File: src/rtl/mem_port_arbiter.sv
// Round-robin arbiter for the shared memory port: grants one of four requesters,
// runs a valid/ready transaction to memory and aborts it if memory stays silent.
module mem_port_arbiter #(
  parameter int TIMEOUT = 15,
  parameter int CNT_W   = 4
) (
  input  logic       clk,
  input  logic       rst,
  input  logic [3:0] req,
  input  logic       mem_ready,
  output logic [3:0] gnt,
  output logic [1:0] sel,
  output logic       mem_valid,
  output logic [3:0] done,
  output logic       err
);

  // Memory handshake: mem_valid is high for the whole transaction, and the
  // transaction ends on the first rising edge where mem_ready is sampled high.
  localparam logic [0:0] IDLE = 1'b0;
  localparam logic [0:0] BUSY = 1'b1;

  localparam logic [CNT_W-1:0] TO_LAST = CNT_W'(TIMEOUT > 0 ? TIMEOUT - 1 : 0);

  logic [0:0]       state;
  logic [1:0]       ptr;
  logic [CNT_W-1:0] cnt;

  logic       timeout;
  logic       finish;
  logic [1:0] next_ptr;
  logic [3:0] cand;
  logic [2:0] win;

  // Returns {found, index}; the lowest offset from start wins.
  function automatic logic [2:0] pick(input logic [3:0] c, input logic [1:0] start);
    logic [2:0] r;
    logic [1:0] idx;
    r = 3'b000;
    for (int k = 3; k >= 0; k--) begin
      idx = start + 2'(k);
      if (c[idx]) r = {1'b1, idx};
    end
    return r;
  endfunction

  always_comb begin
    timeout = 1'b0;
    if (TIMEOUT > 0)
      timeout = (state == BUSY) && !mem_ready && (cnt == TO_LAST);
    finish   = (state == BUSY) && (mem_ready || timeout);
    next_ptr = finish ? sel + 2'd1 : ptr;
    // The requester just served sits out the arbitration on its completion edge.
    cand     = (state == BUSY) ? (req & ~gnt) : req;
    win      = pick(cand, next_ptr);
  end

  always_ff @(posedge clk or posedge rst) begin
    if (rst) begin
      state     <= IDLE;
      ptr       <= 2'd0;
      cnt       <= '0;
      gnt       <= 4'b0000;
      sel       <= 2'd0;
      mem_valid <= 1'b0;
      done      <= 4'b0000;
      err       <= 1'b0;
    end else begin
      done <= 4'b0000;
      err  <= 1'b0;
      if (state == IDLE || finish) begin
        if (finish) begin
          ptr <= next_ptr;
          cnt <= '0;
          if (mem_ready) done <= gnt;
          else           err  <= 1'b1;
        end
        if (win[2]) begin
          gnt       <= 4'b0001 << win[1:0];
          sel       <= win[1:0];
          mem_valid <= 1'b1;
          cnt       <= '0;
          state     <= BUSY;
        end else begin
          gnt       <= 4'b0000;
          mem_valid <= 1'b0;
          state     <= IDLE;
        end
      end else begin
        cnt <= cnt + 1'b1;
      end
    end
  end

endmodule

File: config.mk
export PLATFORM = sky130hd
export DESIGN_NAME = mem_port_arbiter
export DESIGN_NICKNAME = d
export VERILOG_FILES = /design/src/rtl/mem_port_arbiter.sv
export SDC_FILE = /design/constraint.sdc
export NUM_CORES = 1
export LEC_CHECK = 0
export ABC_AREA = 0
export ABC_CLOCK_PERIOD_IN_PS = 3300
export BUFFER_PORTS_ARGS = -buffer_cell sky130_fd_sc_hd__clkbuf_2
export CAP_MARGIN = 20
export CORE_UTILIZATION = 56
export DETAILED_ROUTE_END_ITERATION = 16
export PLACE_DENSITY = 0.81
export SYNTH_ARGS = -nofsm -noshare
export SYNTH_HDL_FRONTEND = slang
export SYNTH_SLANG_ARGS = --single-unit
File: constraint.sdc
create_clock -name clk -period 3.3 [get_ports clk]
set_input_delay 0.165 -clock clk [delete_from_list [all_inputs] [get_ports clk]]
set_output_delay 0.165 -clock clk [all_outputs]
set_load 0.05 [all_outputs]
==> metrics.md, run 1 <==
| Metric | Value |
|---|---|
| Syn-to-layout area delta | `14.1%` |
| Antenna violations before repair | `0` |
| Synthesized Nets | `100` |
| Fmax | `~440 MHz` |
| Instance count of the mapped netlist | `just over 90` |
| Inst Count DP | `~120` |
| Min-Delay Endpoint | `err` |
| Summed instance area of the synthesized netlist | `between 900 and 1000 um2` |
| Fraction of final layout cells sized beyond drive strength 1 | `26.8%` |
| Number of rows in the core area | `14` |
| Maximum net fanout on the critical path | `5` |
| Type of element launching the critical path | `register` |
| Number of cell instances on the worst register-to-register path | `9` |
| Kind of end point of the critical path | `register` |
| Async SR Flop Fraction | `between 90% and 100%` |
| Max rail drop VDD | `slightly above 500 uV` |
| ANT cells | `0` |
| Leakage Power | `0.545 nW` |
| Total clock sinks | `18` |
| Clock skew | `between 0.004 and 0.005 ns` |
| Dominant cell type by area after synthesis | `sky130_fd_sc_hd__dfrtp_1` |
| Outcome | `finished clean` |
| DRC viols | `0` |
| Remaining number of nets flagged by the antenna check after routing | `0` |
| Maximum cell stage delay along the critical path | `about 0.42 ns` |
| Global-route wire length before repair | `between 3000 and 4000 um` |
| Share of synthesized area occupied by flip-flops and latches | `around 48%` |
| Worst endpoint required time | `between 3 and 4 ns` |
| CP Data Arrival Time | `2.44 ns` |
| Number of global-route vias before repair | `740` |
| Post-CTS setup repair buffer count | `0` |
| Wirelength, routed | `between 1500 and 2000 um` |
| Unrepaired setup endpoints after global routing | `false` |
| Master of the slowest instance on the critical path | `sky130_fd_sc_hd__dfrtp_1` |
| Post-synth top area share | `roughly half` |
| Total power after layout | `0.948 mW` |
| Vertical die dimension | `42.8 um` |
| Number of nets at the end of the flow | `roughly 120` |
| Delay-heaviest family, CP | `compound AO/OA/AOI/OAI gates` |
| Fin Setup TNS | `0 ns` |
| Leading register cell type out of synthesis | `sky130_fd_sc_hd__dfrtp_1` |
| Die span in x | `about 43 um` |
| Worst min-delay path category | `in2reg` |
| Routability cong. | `slightly below 0.9` |
| Cell-by-cell trace of the critical path | `inv_1, ha_1, and3_4, o21ai_4, mux2i_4, inv_2, mux2i_1, o211ai_1, a41o_1` |
| Clock tree from TritonCTS | `built` |
| Reg-to-reg setup timing slack | `between 1 and 1.5 ns` |
| Via density | `about 6.2` |
| Number of cells on the worst hold path | `2` |
| Worst rel slew slack | `a little over half` |
| Pin count of the biggest net entering global routing | `19` |
| Launch point of the worst path | `cnt[0]` |
| FF+latch count, synth | `18` |
| First-pass iteration count of the detailed router | `4` |
| Number of buffers added on ports | `18` |
| Final cell count without fillers | `approximately 130` |
| I/O Pins | `19` |
| Count of buffer and inverter cells on the critical path | `2` |
| Leading cell type by number of instances after synthesis | `sky130_fd_sc_hd__dfrtp_1` |
| Total half-perimeter wirelength after legalization and detailed placement | `~1400 um` |
| Crit path kind | `reg2reg` |
| Max-cap check violation count | `0` |
| Transition at the pin with the smallest max-transition slack | `about 0.68 ns` |
| Endpoints failing setup | `0` |
| Cell variety after synth | `33` |
| Number of hold violations in the final report | `0` |
| Sum of overflow across all layers after global routing | `0` |
| Power density over the cells | `about 890 nW/um2` |
| TritonCTS buffer count | `3` |
| Wire length per cell | `approximately 15 um` |
| Top post-synthesis cells by area | `sky130_fd_sc_hd__dfrtp_1 48%, sky130_fd_sc_hd__nand2_1 5.2%, sky130_fd_sc_hd__o21ai_0 3.2%` |
| Longest Clk Path Bufs | `2` |
| Violation count after the first detailed-routing iteration | `20` |
| Final number of max-transition violations | `0` |
| CTS H-tree depth | `1` |
| Layout filler cell count | `between 100 and 150` |
| Overall Global Routing Usage | `between 20% and 30%` |
| Count of flip-flops with a built-in enable after synthesis | `0` |
| Average cell area after synthesis | `~10 um2` |
| Clk pin slew, worst setup/hold paths | `approximately 0.090 ns` |
| Worst reg2reg endpoint | `gnt[2]` |
| Die Outline Area | `around 1800 um2` |
| Post-route clock period utilization | `68.4%` |
| Leading cell types by count after synthesis | `18 x sky130_fd_sc_hd__dfrtp_1, 13 x sky130_fd_sc_hd__nand2_1, 6 x sky130_fd_sc_hd__inv_1, 6 x sky130_fd_sc_hd__o21ai_0` |
| Origin of the critical flop-to-flop path | `cnt[0]` |
| Clock network latency to the later pin of the worst-skew pair | `slightly below 0.3 ns` |
| Final Critical Period | `roughly 2.3 ns` |
| Total vias in the final route | `approximately 800` |
| Final design utilization | `between 60 and 70%` |
| Hold wc startpoint | `mem_ready` |
| Count of synthesis-stage warnings from yosys | `0` |
| Standard cell core area | `1520 um2` |
| CTS Root Cell | `sky130_fd_sc_hd__clkbuf_4` |
| Initial Util | `between 60% and 70%` |
==> state kept, by name, indices dropped and copies added (netlist names) <==
register  count
state         1
done          4
cnt           4
sel           2
err           1
ptr           2
gnt           4
==> worst max-delay path by stage <==
stage          endpoint  cells after the start
2_1_floorplan    gnt[3]                      8
3_3_place_gp     gnt[0]                      8
3_5_place_dp     gnt[2]                      9
4_1_cts          gnt[2]                      9
5_1_grt          gnt[1]                      9
6_report         gnt[2]                      9
==> layout make-up <==
cell class / count / area, um2 / share of cell area, %
repair buffers: 19 / 100 / 9.42
inverters: 7 / 26.3 / 2.47
well taps: 16 / 20.0 / 1.88
flip-flops and latches: 18 / 450 / 42.4
clock buffers: 3 / 22.5 / 2.12
multi-input cells: 65 / 443 / 41.7
==> cells by family after synthesis <==
kind of cell             share of synthesized area (%)
AND/OR/NAND/NOR                                   16.5
adder cells (fa/ha/maj)                           2.69
XOR/XNOR                                         0.941
flip-flops                                        48.4
multiplexers                                      5.91
buffers and inverters                             4.03
AO/OA/AOI/OAI                                     21.5
==> metrics by stage <==
step / setup WS (ns) / hold WS, ns / cell area [um2]
4_1_cts: 1.07 / 0.173 / 1060
5_1_grt: 0.906 / 0.173 / 1060
2_1_floorplan: 1.21 / 0.104 / 931
6_report: 1.04 / 0.181 / 1060
3_3_place_gp: 1.16 / 0.268 / 1030
3_5_place_dp: 1.09 / 0.286 / 1030
==> where the power goes <==
group	total [mW]	switching, mW	internal [mW]
combinational	0.491	0.336	0.156
clock	0.105	0.0623	0.0424
sequential	0.352	0.0679	0.284
total	0.948	0.466	0.482
==> worst reg2reg max path: stages, from the launching register on <==
cell and delay (ns):
sky130_fd_sc_hd__dfrtp_1 0.42, sky130_fd_sc_hd__inv_1 0.07, sky130_fd_sc_hd__ha_1 0.22, sky130_fd_sc_hd__and3_4 0.20, sky130_fd_sc_hd__o21ai_4 0.19, sky130_fd_sc_hd__mux2i_4 0.29
sky130_fd_sc_hd__inv_2 0.08, sky130_fd_sc_hd__mux2i_1 0.25, sky130_fd_sc_hd__o211ai_1 0.16, sky130_fd_sc_hd__a41o_1 0.29
==> timing repair <==
action                    in CTS  in global routing
hold buffers                   1                  0
resized for setup              0                  0
hold endpoints to repair      18                  0
==> cell usage in the layout, fill, tap and decap left out, drive strengths merged <==
cell and instances:
a21boi 2, a21o 1, a21oi 4, a311oi 1
a31oi 1, a32o 1, a41o 1, and3 6
clkbuf 21, dfrtp 18, dlygate4sd3 1, ha 2
inv 7, mux2 2, mux2i 2, nand2 13
nand3 4, nor2 3, nor3 3, nor4 1
o2111a 1, o211a 1, o211ai 2, o21ai 9
o221ai 1, o31ai 2, or2b 1, xor2 1
==> per-layer routing <==
| layer | vias up | wire [um] | global-route usage [%] |
|---|---|---|---|
| li1 | 375 | - | - |
| met1 | 388 | 861 | 30.8 |
| met2 | 29 | 925 | 40.3 |
| met3 | 4 | 97 | 5.11 |
| met4 | 0 | 26 | 7.50 |
| met5 | - | 0 | 0 |
No activity file was read; power rests on OpenSTA's default activity.
==> run 2: changes to the inputs <==
--- a/config.mk
+++ b/config.mk
@@ -6,12 +6,12 @@
 export NUM_CORES = 1
 export LEC_CHECK = 0
 export ABC_AREA = 0
-export ABC_CLOCK_PERIOD_IN_PS = 3300
+export ABC_CLOCK_PERIOD_IN_PS = 1900
 export BUFFER_PORTS_ARGS = -buffer_cell sky130_fd_sc_hd__clkbuf_2
 export CAP_MARGIN = 20
-export CORE_UTILIZATION = 56
+export CORE_UTILIZATION = 47
 export DETAILED_ROUTE_END_ITERATION = 16
-export PLACE_DENSITY = 0.81
+export PLACE_DENSITY = 0.73
 export SYNTH_ARGS = -nofsm -noshare
 export SYNTH_HDL_FRONTEND = slang
 export SYNTH_SLANG_ARGS = --single-unit
==> constraint.sdc (replaced) <==
create_clock -name clk -period 1.9 [get_ports clk]
set_input_delay 0.095 -clock clk [delete_from_list [all_inputs] [get_ports clk]]
set_output_delay 0.095 -clock clk [all_outputs]
set_load 0.05 [all_outputs]
==> run 2 against run 1 <==
Against the previous run:
- the run now ends with setup timing left
- worst setup slack lost 1.3 ns
- clock skew shrank 0.00073 ns
- clock power grew 130%
- sequential share of layout area shrank 5.8 points
- final cell count grew 20%
- critical path depth is the same
- sequential power grew 67%
- global-route usage shrank 0.78 points
- register-to-register slack lost 1.3 ns
- critical endpoint is now gnt[3]
- largest cell class is now multi-input gates
==> metrics.md, run 2 (synthesis results as in run 1) <==
| Metric | Value |
|---|---|
| Worst reg2reg endpoint | `gnt[3]` |
| Endpoints failing setup | `6 (+6)` |
| Top library cells by usage in the layout, fill and taps aside | `18 x sky130_fd_sc_hd__clkbuf_2, 17 x sky130_fd_sc_hd__dfrtp_1, 16 x sky130_fd_sc_hd__buf_4` |
| Maximum cell stage delay along the critical path | `0.36 ns (-0.06 ns)` |
| Largest registers | `cnt x4, done x4, gnt x4` |
| Transition at the pin with the smallest max-transition slack | `0.649 ns (-0.0292 ns)` |
| Final Critical Period | `2.11 ns (-0.145 ns)` |
| I/O Pins | `19 (unchanged)` |
| Clock network latency to the later pin of the worst-skew pair | `0.29 ns (about the same)` |
| Sequential share of power | `31.0% (-6.1 points)` |
| Overall Global Routing Usage | `23.3% (-0.78 points)` |
| Die Outline Area | `2160 um2 (+18%)` |
| Die span in x | `46.5 um (+8.7%)` |
| Cell-by-cell trace of the critical path | `inv_1, ha_2, and3_4, o21ai_4, mux2i_4, inv_2, mux2i_2, o2111a_1, a32o_1` |
| Global-route wire length before repair | `3470 um (+5.9%)` |
| Internal cell power | `1.01 mW (+110%)` |
| Wire length per cell | `14.1 um (-5.5%)` |
| Remaining number of nets flagged by the antenna check after routing | `0 (unchanged)` |
| Max-cap check violation count | `0 (unchanged)` |
| Total clock sinks | `18 (unchanged)` |
| Reg-to-reg setup timing slack | `-0.21 ns (-1.26 ns)` |
| Master of the slowest instance on the critical path | `sky130_fd_sc_hd__dfrtp_1` |
| Unrepaired setup endpoints after global routing | `true` |
| Setup slack after layout | `-0.213 ns (-1.26 ns)` |
| Smallest hold slack | `0.111 ns (-0.0692 ns)` |
| Number of global-route vias before repair | `791 (+6.9%)` |
| Switching pwr | `0.884 mW (+90%)` |
| Clock share of power | `12.6% (+1.6 points)` |
| Type of element launching the critical path | `register` |
| Launch point of the worst path | `cnt[0]` |
| Final design utilization | `69.2% (-0.51 points)` |
| Sum of overflow across all layers after global routing | `0 (unchanged)` |
| Number of cell instances on the worst register-to-register path | `9 (unchanged)` |
| Kind of end point of the critical path | `register` |
| Fraction of final layout cells sized beyond drive strength 1 | `41.1% (+14 points)` |
| Worst endpoint required time | `2.09 ns (-1.39 ns)` |
| Leakage Power | `0.634 nW (+16%)` |
| Maximum net fanout on the critical path | `3 (-2)` |
| Longest Clk Path Bufs | `2 (unchanged)` |
| Pin count of the biggest net entering global routing | `19 (unchanged)` |
| DRC viols | `0 (unchanged)` |
| TritonCTS buffer count | `3 (unchanged)` |
| Clock tree from TritonCTS | `built` |
| Min-Delay Endpoint | `err` |
| Final number of max-transition violations | `0 (unchanged)` |
| Syn-to-layout area delta | `32.5%` |
| Clock skew | `0.00396 ns (-0.000731 ns)` |
| Number of nets at the end of the flow | `139 (+13%)` |
| Power density over the cells | `1540 nW/um2 (+72%)` |
| Commonest non-fill, non-tap cell in the layout | `sky130_fd_sc_hd__clkbuf_2` |
| Standard cell core area | `1780 um2 (+17%)` |
| Failing checks | `setup timing` |
| Clk pin slew, worst setup/hold paths | `0.11 ns (+0.02 ns)` |
| CP Data Arrival Time | `2.31 ns (-0.13 ns)` |
| Origin of the critical flop-to-flop path | `cnt[0]` |
| Max rail drop VDD | `987 uV (+92%)` |
| Gate power share | `56.4% (+4.6 points)` |
| Outcome | `finished, violations left` |
| Fmax | `473 MHz (+6.8%)` |
| Total power after layout | `1.89 mW (+100%)` |
| Number of buffers added on ports | `18 (unchanged)` |
| Initial Util | `52.2% (-8.9 points)` |
| Worst min-delay path category | `in2reg` |
| First-pass iteration count of the detailed router | `4 (unchanged)` |
| Total half-perimeter wirelength after legalization and detailed placement | `1550 um (+9.2%)` |
| Number of cells on the worst hold path | `2 (unchanged)` |
| Via density | `5.44 (-12%)` |
| Number of rows in the core area | `15 (+1)` |
| Hold wc startpoint | `mem_ready` |
| Number of hold violations in the final report | `0 (unchanged)` |
| Wirelength, routed | `2170 um (+14%)` |
| Antenna violations before repair | `0 (unchanged)` |
| Post-route clock period utilization | `111% (+43 points)` |
| Worst rel slew slack | `56.7% (+2.3 points)` |
| Total vias in the final route | `838 (+5.3%)` |
| CTS H-tree depth | `1 (unchanged)` |
| Routability cong. | `0.878 (+1.5%)` |
| Violation count after the first detailed-routing iteration | `46 (+130%)` |
| Sw Ratio | `46.6% (-2.5 points)` |
| Vertical die dimension | `46.5 um (+8.7%)` |
| ANT cells | `0 (unchanged)` |
| CTS Root Cell | `sky130_fd_sc_hd__clkbuf_4` |
| Crit path kind | `reg2reg` |
## run 2: cell types whose count changed in the layout (fill, tap and decap cells not counted), sizes merged
cell,previous run,this run
buf,0,16
clkbuf,21,22
## run 2: final cells by class
cell class	instances	area (um2)
tap	25	31.3
multi-input combinational	65	468
timing repair buffer	35	220
inverter	7	26.3
fill	135	549
clock buffer	4	36.3
sequential	18	452
## run 2: worst max-delay path, delay by kind of cell, from the launching register on
kind                     cells  cell delay, ns
AO/OA/AOI/OAI                3            0.67
multiplexers                 2            0.48
flip-flops                   1            0.36
adder cells (fa/ha/maj)      1            0.19
AND/OR/NAND/NOR              1            0.19
buffers and inverters        2            0.14
## run 2: layer usage
layer,global-route usage (%),share of wire [%],vias up,wire [um]
met3,3.92,6.8,4,147
met4,10.0,1.3,0,29
met5,0,0,-,0
li1,-,-,407,-
met2,34.4,47,40,1020
met1,32.9,45,387,971
## run 2: timing repair
action | CTS | global route
gates resized for setup | 3 | 1
pin swaps | 5 | 1
endpoints found under the hold margin | 18 | 0
setup buffers | 3 | 1
endpoints found under the setup margin | 7 | 6
hold buffers | 1 | 0
## run 2: worst max path at each step
stage	to	depth (start not counted)
floorplan	gnt[3]	8
global placement	gnt[3]	9
detailed placement	gnt[0]	10
CTS	gnt[3]	9
global route	gnt[3]	9
finish	gnt[3]	9
## run 2: through the flow
stage               area, um2  setup TNS [ns]  instances  setup WS [ns]
floorplan                 938          -0.547         91         -0.143
global placement         1140          -0.596        145         -0.124
detailed placement       1140           -1.04        145         -0.209
CTS                      1220          -0.935        153         -0.190
global route             1230           -1.68        154         -0.314
finish                   1230           -1.15        154         -0.213
## run 2: power groups by stage
| stage | sequential, mW | combinational, mW | clock, mW |
|---|---|---|---|
| 6_report | 0.587 | 1.07 | 0.239 |
| 3_5_place_dp | 0.591 | 0.984 | 0 |
| 3_3_place_gp | 0.590 | 0.963 | 0 |
| 5_1_grt | 0.602 | 1.14 | 0.260 |
| 4_1_cts | 0.584 | 1.04 | 0.240 |
| 2_1_floorplan | 0.866 | 0.417 | 0 |
==> run 3: changes to the inputs <==
--- a/config.mk
+++ b/config.mk
@@ -5,11 +5,11 @@
 export SDC_FILE = /design/constraint.sdc
 export NUM_CORES = 1
 export LEC_CHECK = 0
-export ABC_AREA = 0
+export ABC_AREA = 1
 export ABC_CLOCK_PERIOD_IN_PS = 1900
 export BUFFER_PORTS_ARGS = -buffer_cell sky130_fd_sc_hd__clkbuf_2
 export CAP_MARGIN = 20
-export CORE_UTILIZATION = 47
+export CORE_UTILIZATION = 48
 export DETAILED_ROUTE_END_ITERATION = 16
 export PLACE_DENSITY = 0.73
 export SYNTH_ARGS = -nofsm -noshare
==> run 3 against run 2 <==
Against the previous run:
- largest cell class unchanged
- synthesized area up 14%
- routed wire length is 18% higher
- the run still ends with setup timing left
- sequential power rose by 4.6%
- clock skew is 0.0029 ns lower
- combinational power increased by 69%
- non-clock buffer count is 3 lower
- synthesized cell count increased by 49%
- via count up 20%
- global-route usage rose by 0.63 points
- sequential share of layout area decreased by 5.7 points
==> metrics.md, run 3 <==
| Metric | Value |
|---|---|
| Overall Global Routing Usage | `23.9% (+0.63 points)` |
| Dominant cell type by area after synthesis | `sky130_fd_sc_hd__dfrtp_1` |
| Standard cell core area | `2020 um2 (+13%)` |
| Syn-to-layout area delta | `38.7%` |
| Number of cell instances on the worst register-to-register path | `12 (+3)` |
| ANT cells | `0 (unchanged)` |
| Leading register cell type out of synthesis | `sky130_fd_sc_hd__dfrtp_1` |
| Number of cells on the worst hold path | `2 (unchanged)` |
| Multi-input gate area in the final layout | `684 um2 (+46%)` |
| Max rail drop VDD | `1260 uV (+27%)` |
| Clock share of power | `7.4% (-5.2 points)` |
| Worst min-delay path category | `in2reg` |
| Leakage Power | `0.777 nW (+22%)` |
| Failing checks | `setup timing` |
| Number of nets at the end of the flow | `181 (+30%)` |
| Total clock sinks | `18 (unchanged)` |
| Fmax | `514 MHz (+8.6%)` |
| Fin Setup TNS | `-0.205 ns (+0.941 ns)` |
| CP Data Arrival Time | `2.16 ns (-0.15 ns)` |
| Top library cells by usage in the layout, fill and taps aside | `24 x sky130_fd_sc_hd__nand2_1, 18 x sky130_fd_sc_hd__clkbuf_2, 16 x sky130_fd_sc_hd__dfrtp_1` |
| Die span in x | `48.9 um (+5.2%)` |
| Global-route wire length before repair | `4310 um (+24%)` |
| Sum of overflow across all layers after global routing | `0 (unchanged)` |
| Type of element launching the critical path | `register` |
| Total power after layout | `2.62 mW (+38%)` |
| Largest registers | `cnt x4, done x4, gnt x4` |
| Number of rows in the core area | `16 (+1)` |
| Internal cell power | `1.23 mW (+22%)` |
| Async SR Flop Fraction | `100% (unchanged)` |
| Transition at the pin with the smallest max-transition slack | `0.673 ns (+0.0234 ns)` |
| Vertical die dimension | `48.9 um (+5.2%)` |
| Power density over the cells | `1790 nW/um2 (+16%)` |
| Switching pwr | `1.39 mW (+57%)` |
| Initial Util | `52.3% (+0.079 points)` |
| Longest Clk Path Bufs | `2 (unchanged)` |
| Summed instance area of the synthesized netlist | `1060 um2 (+14%)` |
| Leading cell types by count after synthesis | `40 x sky130_fd_sc_hd__nand2_1, 18 x sky130_fd_sc_hd__dfrtp_1, 18 x sky130_fd_sc_hd__nand3_1, 16 x sky130_fd_sc_hd__inv_1, 6 x sky130_fd_sc_hd__o21ai_0` |
| Wire length per cell | `13.0 um (-7.9%)` |
| Count of synthesis-stage warnings from yosys | `0 (unchanged)` |
| Wirelength, routed | `2570 um (+18%)` |
| Share of synthesized area occupied by flip-flops and latches | `42.6% (-5.8 points)` |
| Outcome | `finished, violations left` |
| Violation count after the first detailed-routing iteration | `26 (-43%)` |
| Worst rel slew slack | `55.1% (-1.6 points)` |
| Clock skew | `0.00108 ns (-0.00288 ns)` |
| First-pass iteration count of the detailed router | `4 (unchanged)` |
| Sequential standard cell area | `453 um2 (+0.28%)` |
| Number of global-route vias before repair | `938 (+19%)` |
| Maximum net fanout on the critical path | `4 (+1)` |
| Pin count of the biggest net entering global routing | `19 (unchanged)` |
| Total half-perimeter wirelength after legalization and detailed placement | `1840 um (+19%)` |
| Routability cong. | `0.852 (-3.0%)` |
| Fraction of final layout cells sized beyond drive strength 1 | `46.8% (+5.7 points)` |
| Final number of max-transition violations | `0 (unchanged)` |
| Post-synth top area share | `42.6% (-5.8 points)` |
| Commonest non-fill, non-tap cell in the layout | `sky130_fd_sc_hd__nand2_1` |
| Worst endpoint required time | `2.11 ns (+0.02 ns)` |
| Clk pin slew, worst setup/hold paths | `0.10 ns (about the same)` |
| TritonCTS buffer count | `3 (unchanged)` |
| CTS H-tree depth | `1 (unchanged)` |
| Via density | `5.09 (-6.5%)` |
| Remaining number of nets flagged by the antenna check after routing | `0 (unchanged)` |
| Die Outline Area | `2390 um2 (+11%)` |
| Number of hold violations in the final report | `0 (unchanged)` |
| Layout filler cell count | `166 (+23%)` |
| Final Critical Period | `1.95 ns (-0.168 ns)` |
| Number of buffers added on ports | `18 (unchanged)` |
| Leading cell type by number of instances after synthesis | `sky130_fd_sc_hd__nand2_1` |
| Antenna violations before repair | `0 (unchanged)` |
| Top post-synthesis cells by area | `sky130_fd_sc_hd__dfrtp_1 43%, sky130_fd_sc_hd__nand2_1 14%, sky130_fd_sc_hd__nand3_1 8.5%` |
| Sequential share of power | `23.4% (-7.6 points)` |
| Total vias in the final route | `1007 (+20%)` |
| Count of flip-flops with a built-in enable after synthesis | `0 (unchanged)` |
| Kind of end point of the critical path | `register` |
| Crit path kind | `reg2reg` |
| Synthesized Nets | `145 (+45%)` |
| DRC viols | `0 (unchanged)` |
| Average cell area after synthesis | `7.77 um2 (-24%)` |
| Clock tree from TritonCTS | `built` |
| Unrepaired setup endpoints after global routing | `true` |
| Gate power share | `69.1% (+13 points)` |
| Instance count of the mapped netlist | `136 (+49%)` |
| Endpoints failing setup | `7 (+1)` |
| Smallest hold slack | `0.0754 ns (-0.0359 ns)` |
| I/O Pins | `19 (unchanged)` |
| Cell variety after synth | `25 (-24%)` |
| CTS Root Cell | `sky130_fd_sc_hd__clkbuf_4` |
| Setup slack after layout | `-0.0455 ns (+0.168 ns)` |
| Max-cap check violation count | `0 (unchanged)` |
| FF+latch count, synth | `18 (unchanged)` |
| Post-route clock period utilization | `102% (-8.8 points)` |
| Clock network latency to the later pin of the worst-skew pair | `0.29 ns (about the same)` |
| Sw Ratio | `53.0% (+6.4 points)` |
run 3: cell types whose count changed after synthesis, moves of 3 or more:
cell and change:
sky130_fd_sc_hd__nand3_1 +14, sky130_fd_sc_hd__nand2_2 +3, sky130_fd_sc_hd__and3_1 -4, sky130_fd_sc_hd__nand2_1 +27, sky130_fd_sc_hd__inv_1 +10
run 3: area by class of cell:
cell class	instances	area share, %
clock buffer	4	1.79
timing repair buffer	32	13.5
tap	27	2.30
multi-input combinational	98	46.7
inverter	19	4.86
sequential	18	30.9
run 3: critical path, cell delays in order (launching register included):
cell and delay (ns):
sky130_fd_sc_hd__dfrtp_1 0.42, sky130_fd_sc_hd__ha_4 0.19, sky130_fd_sc_hd__inv_1 0.09, sky130_fd_sc_hd__nor2_4 0.04, sky130_fd_sc_hd__o21bai_4 0.17, sky130_fd_sc_hd__nand2_2 0.13
sky130_fd_sc_hd__nand2_4 0.11, sky130_fd_sc_hd__nand2_1 0.07, sky130_fd_sc_hd__nand2_2 0.10, sky130_fd_sc_hd__nor3_2 0.07, sky130_fd_sc_hd__nor2_2 0.18, sky130_fd_sc_hd__nand3_2 0.12
sky130_fd_sc_hd__o21bai_1 0.16
run 3: through the flow:
step | std cells | instance area, um2 | setup WS [ns] | utilization [%]
floorplan | 136 | 1060 | 0.0330 | -
global route | 198 | 1470 | -0.182 | 72.5
detailed placement | 189 | 1240 | -0.0802 | 61.3
finish | 198 | 1470 | -0.0455 | 72.5
global placement | 189 | 1240 | -0.0505 | 61.3
CTS | 195 | 1350 | -0.0302 | 66.8
run 3: power groups by stage:
| stage | Combinational (mW) | Sequential, mW | Clock, mW |
|---|---|---|---|
| CTS | 1.54 | 0.608 | 0.197 |
| floorplan | 0.810 | 0.850 | 0 |
| finish | 1.81 | 0.614 | 0.195 |
| detailed placement | 1.42 | 0.605 | 0 |
| global route | 1.97 | 0.629 | 0.219 |
| global placement | 1.40 | 0.598 | 0 |
run 3: what timing repair did:
action | in CTS | in global routing
setup buffers | 1 | 3
resized for setup | 17 | 24
hold buffers | 1 | 0
endpoints found under the setup margin | 10 | 11
endpoints found under the hold margin | 18 | 0
pin swaps | 16 | 20
run 3: final timing paths:
path / endpoint / startpoint / slack, ns
worst max register to register: gnt[2] / cnt[1] / -0.05
worst max-delay path: gnt[2] / cnt[1] / -0.05
min in group asynchronous: cnt[0] / rst / 0.42
max in group asynchronous: cnt[2] / rst / 1.01
worst min-delay path: err / mem_ready / 0.08
worst min register to register: gnt[1] / gnt[1] / 0.54
run 3: cells by family after synthesis:
kind of cell             synth area share, %
AND/OR/NAND/NOR                         34.4
buffers and inverters                   7.81
flip-flops                              42.6
AO/OA/AOI/OAI                           10.3
XOR/XNOR                                2.49
adder cells (fa/ha/maj)                 2.37
run 3: layer usage:
metal	vias to the layer above	global-route usage [%]	part of all wire [%]
met5	-	0	0
met4	0	6.37	1.2
met3	4	5.61	3.5
met2	24	38.0	47
met1	472	32.5	49
li1	507	-	-
